**src/rtl/piso_serial_tx.sv**
```systemverilog
// piso_serial_tx: parallel-in, serial-out transmitter.
//
// Accepts one BITS-wide word through a valid/ready handshake and shifts it out
// LSB first, one bit per clock. sout_valid marks every cycle that carries a
// frame bit; done pulses for one cycle (the first IDLE cycle) after the frame.
//
// Optional build macro: PISO_TX_PARITY_EN
//   When defined, an even-parity bit (XOR of the accepted word) is appended
//   after the data bits, making the frame BITS+1 bits long.
//
// Ports:
//   clk        - clock, rising edge
//   reset      - asynchronous, active-high reset
//   din_valid  - producer has a word on din
//   din        - parallel word, sampled only on the accept edge
//   din_ready  - high exactly when the FSM is idle
//   sout       - serial data bit (registered)
//   sout_valid - high on every cycle sout carries a frame bit (registered)
//   done       - one-cycle pulse after the last frame bit (registered)

module piso_serial_tx #(
    parameter int unsigned BITS = 4
) (
    input  logic            clk,
    input  logic            reset,
    input  logic            din_valid,
    input  logic [BITS-1:0] din,
    output logic            din_ready,
    output logic            sout,
    output logic            sout_valid,
    output logic            done
);

    localparam int unsigned CntW = $clog2(BITS + 1);

`ifdef PISO_TX_PARITY_EN
    typedef enum logic [1:0] {StIdle, StShift, StParity} state_e;
`else
    typedef enum logic [0:0] {StIdle, StShift} state_e;
`endif

    state_e            state_q, state_d;
    logic [BITS-1:0]   shreg_q, shreg_d;
    logic [CntW-1:0]   cnt_q, cnt_d;
    logic              sout_q, sout_d;
    logic              sout_valid_q, sout_valid_d;
    logic              done_q, done_d;
`ifdef PISO_TX_PARITY_EN
    logic              parity_q, parity_d;
`endif

    always_comb begin
        state_d      = state_q;
        shreg_d      = shreg_q;
        cnt_d        = cnt_q;
        sout_d       = sout_q;
        sout_valid_d = sout_valid_q;
        done_d       = 1'b0;
`ifdef PISO_TX_PARITY_EN
        parity_d     = parity_q;
`endif
        unique case (state_q)
            StIdle: begin
                if (din_valid) begin
                    // Bit 0 goes straight to the line; the rest wait in shreg.
                    sout_d       = din[0];
                    shreg_d      = din >> 1;
                    cnt_d        = CntW'(1);
                    sout_valid_d = 1'b1;
                    state_d      = StShift;
`ifdef PISO_TX_PARITY_EN
                    parity_d     = ^din;
`endif
                end else begin
                    sout_d       = 1'b0;
                    sout_valid_d = 1'b0;
                end
            end
            StShift: begin
                if (cnt_q == CntW'(BITS)) begin
                    cnt_d = '0;
`ifdef PISO_TX_PARITY_EN
                    sout_d  = parity_q;
                    state_d = StParity;
`else
                    sout_d       = 1'b0;
                    sout_valid_d = 1'b0;
                    done_d       = 1'b1;
                    state_d      = StIdle;
`endif
                end else begin
                    sout_d  = shreg_q[0];
                    shreg_d = shreg_q >> 1;
                    cnt_d   = cnt_q + CntW'(1);
                end
            end
`ifdef PISO_TX_PARITY_EN
            StParity: begin
                sout_d       = 1'b0;
                sout_valid_d = 1'b0;
                done_d       = 1'b1;
                state_d      = StIdle;
            end
`endif
            default: begin
                state_d = StIdle;
            end
        endcase
    end

    always_ff @(posedge clk or posedge reset) begin
        if (reset) begin
            state_q      <= StIdle;
            shreg_q      <= '0;
            cnt_q        <= '0;
            sout_q       <= 1'b0;
            sout_valid_q <= 1'b0;
            done_q       <= 1'b0;
`ifdef PISO_TX_PARITY_EN
            parity_q     <= 1'b0;
`endif
        end else begin
            state_q      <= state_d;
            shreg_q      <= shreg_d;
            cnt_q        <= cnt_d;
            sout_q       <= sout_d;
            sout_valid_q <= sout_valid_d;
            done_q       <= done_d;
`ifdef PISO_TX_PARITY_EN
            parity_q     <= parity_d;
`endif
        end
    end

    // Decoded directly from the state flop, so it follows reset immediately.
    assign din_ready  = (state_q == StIdle);
    assign sout       = sout_q;
    assign sout_valid = sout_valid_q;
    assign done       = done_q;

endmodule

```
**config.mk**
```make
export PLATFORM = sky130hd
export DESIGN_NAME = piso_serial_tx
export DESIGN_NICKNAME = d
export VERILOG_FILES = /design/src/rtl/piso_serial_tx.sv
export SDC_FILE = /design/constraint.sdc
export NUM_CORES = 1
export LEC_CHECK = 0
export ABC_AREA = 1
export CAP_MARGIN = 20
export CELL_PAD_IN_SITES_DETAIL_PLACEMENT = 2
export CELL_PAD_IN_SITES_GLOBAL_PLACEMENT = 2
export CORE_MARGIN = 2
export CORE_UTILIZATION = 27
export DETAILED_ROUTE_END_ITERATION = 7
export PLACE_DENSITY_LB_ADDON = 0.1
export SYNTH_ARGS = -nofsm -noshare
export SYNTH_HDL_FRONTEND = slang
export SYNTH_SLANG_ARGS = --single-unit
```
**constraint.sdc**
```tcl
create_clock -name clk -period 1.66 [get_ports clk]
set_input_delay 0.332 -clock clk [delete_from_list [all_inputs] [get_ports clk]]
set_output_delay 0.332 -clock clk [all_outputs]
set_load 0.03 [all_outputs]
```
==> results_dict.tcl <==
set metrics [dict create \
    path_class "register to output pin" \
    maxCapViolCount 0 \
    dp.cells 85 \
    fin_ws_ps 83.60 \
    fin_crit_ps 1576 \
    hpwlAfterDp_um 947 \
    cp_max_fo 1 \
    area_growth_pct 31.81 \
    port_buffers 10 \
    grt_pass1_wl_mm 1.945 \
    cts_inserted_buffers 3 \
    setup_tns_ps 0 \
    gp_congestion 0.6909 \
    fillers 191 \
    track_usage 0.1400 \
    dpl_worst_slack_ps 139.2 \
    drc 0 \
    tightestPinTransition_ps 400.0 \
    holdCritPathClass "primary input to async pin" \
    diodes 0 \
    switchingPower_uw 477.4 \
    finalClockSkew_ps 2.942 \
    cp_slowest_cell "clkdlybuf4s50_1" \
    cts.sinks 10 \
    clk_latency_ps 260 \
    syn_area_um2 464.2 \
    clock.fmax_mhz 634.4 \
    r2r_cells 7 \
    register_area_um2 250.2 \
    rsz0062_at_grt "false" \
    swShare 0.4381 \
    vias_per_cell 4.693 \
    cts.path.max_buffers 2 \
    drt_wl_total_mm 1.171 \
    slew_headroom 0.7331 \
    drt_iter0_markers 1 \
    cp_slowest_stage_delay_ps 660 \
    worstReg2RegEnd "cnt_q[2]" \
    rows 14 \
    power.share.combinational 0.470 \
    firstDrtPassIters 2 \
    pwr-share-clk 0.147 \
    die_width_um 45.47 \
    ioPinCount 11 \
    cp_top_family "buffers and inverters" \
    final_cells 88 \
    status "finished, final reports clean" \
    clk_pin_slew_ps 60 \
    cts_root_buffer "clkbuf_4" \
    p_leak_nw 0.3542 \
    syn_avg_cell_area_um2 8.003 \
    synth_seq_cells 10 \
    maxSlewViolCount 0 \
    final_hold_viol_count 0 \
    grt_pass1_vias 429 \
    design.die.area_mm2 0.002067 \
    grt_overflow 0 \
    post-route-period-util 0.9496 \
    coreArea_mm2 0.001559 \
    routedWlPerCell_um 13.31 \
    grt_max_degree 11 \
    intPower_uw 612.3 \
    antenna_found_initial 0 \
    crit_chain "clkdlybuf4s50_1" \
    r2r-start "cnt_q[0]" \
    startpoint_type "register" \
    peakVddDrop_mv 0.5493 \
    cts_tree "done" \
    worstPathRequired_ps 1330 \
    start_util 0.2978 \
    reg2reg_slack_ps 370 \
    cp.arrival_ps 1240 \
    total_power_mw 1.090 \
    htreeDepth 1 \
    finalNetCount 83 \
    worst-path-buf-inv 1 \
    layout-drive-gt1-share 0.09722 \
    die_h_um 45.47 \
    synth_nets 67 \
    cp-end-kind "output pin" \
    multiInputGateArea_um2 187.7 \
    yosysSeqAreaShare 0.5391 \
    seqPwrFrac 0.383 \
    power.density_mw_per_mm2 1781 \
    setup_viol_count_final 0 \
    yosys_warnings 0 \
    synth_cell_types 9 \
    ant_nets 0 \
    num_vias 413 \
    fin_util 0.3925 \
    netlist_instances 58 \
]
## registers in the layout (all words and copies together) (netlist names)
register and flops:
state_q 1, sout 1, done 1, sout_valid 1
cnt_q 3, shreg_q 3
## layout by cell type, fill, tap and decap left out
cell and instances:
buf_4 1, clkbuf_4 3, clkdlybuf4s50_1 8, dfrtp_1 10, dlygate4sd2_1 2, ha_1 2
inv_1 6, inv_2 1, nand2_1 28, nand2_2 1, nand2_4 1, nand3_1 5
nor2_1 4
## timing repair
action,4_1_cts,5_1_grt
resized for setup,2,0
hold buffers,0,0
setup endpoints to repair,2,0
setup buffers,0,0
## per-layer routing
metal	global-route usage	vias up	part of all wire
met5	0	-	0
met4	0.05294	0	0.0077
met3	0.05952	2	0.040
met2	0.2479	7	0.54
met1	0.1443	203	0.41
li1	-	201	-
## worst max-delay path by stage
stage	depth (start not counted)	to	slack [ps]	start
4_1_cts	1	sout	60	sout
6_report	1	sout	80	sout
5_1_grt	1	sout	50	sout
2_1_floorplan	7	cnt_q[2]	580	cnt_q[0]
3_5_place_dp	2	din_ready	140	state_q
3_3_place_gp	2	din_ready	180	state_q
## cell type report
cell class	count	area share
sequential	10	0.4090
multi-input combinational	41	0.3067
timing repair buffer	11	0.1718
inverter	7	0.04294
clock buffer	3	0.03681
tap	16	0.03272
## power groups by stage
stage | Sequential, mW | Combinational, mW | Clock [mW]
3_5_place_dp | 0.424 | 0.547 | 0
2_1_floorplan | 0.460 | 0.289 | 0
4_1_cts | 0.422 | 0.532 | 0.169
5_1_grt | 0.431 | 0.584 | 0.178
3_3_place_gp | 0.417 | 0.519 | 0
6_report | 0.417 | 0.513 | 0.160
## logic make-up after synthesis
group                    Yosys count  share of synthesized area
flip-flops                        10                     0.5391
AND/OR/NAND/NOR                   39                     0.3504
buffers and inverters              7                    0.05659
adder cells (fa/ha/maj)            2                    0.05390
## Yosys cell counts (all sizes together)
cell / number / share of area
nor2: 4 / 0.032
dfrtp: 10 / 0.54
nand3: 5 / 0.054
nand2: 30 / 0.26
inv: 7 / 0.057
ha: 2 / 0.054
## metrics by stage
stage	hold WS, ps	cell area (um^2)
after global routing	377.6	611.8
final	357.9	611.8
after detailed placement	462.1	591.8
after global placement	457.9	591.8
after floorplan	172.2	464.2
after CTS	370.1	611.8
Power figures use the tool's default switching activity.
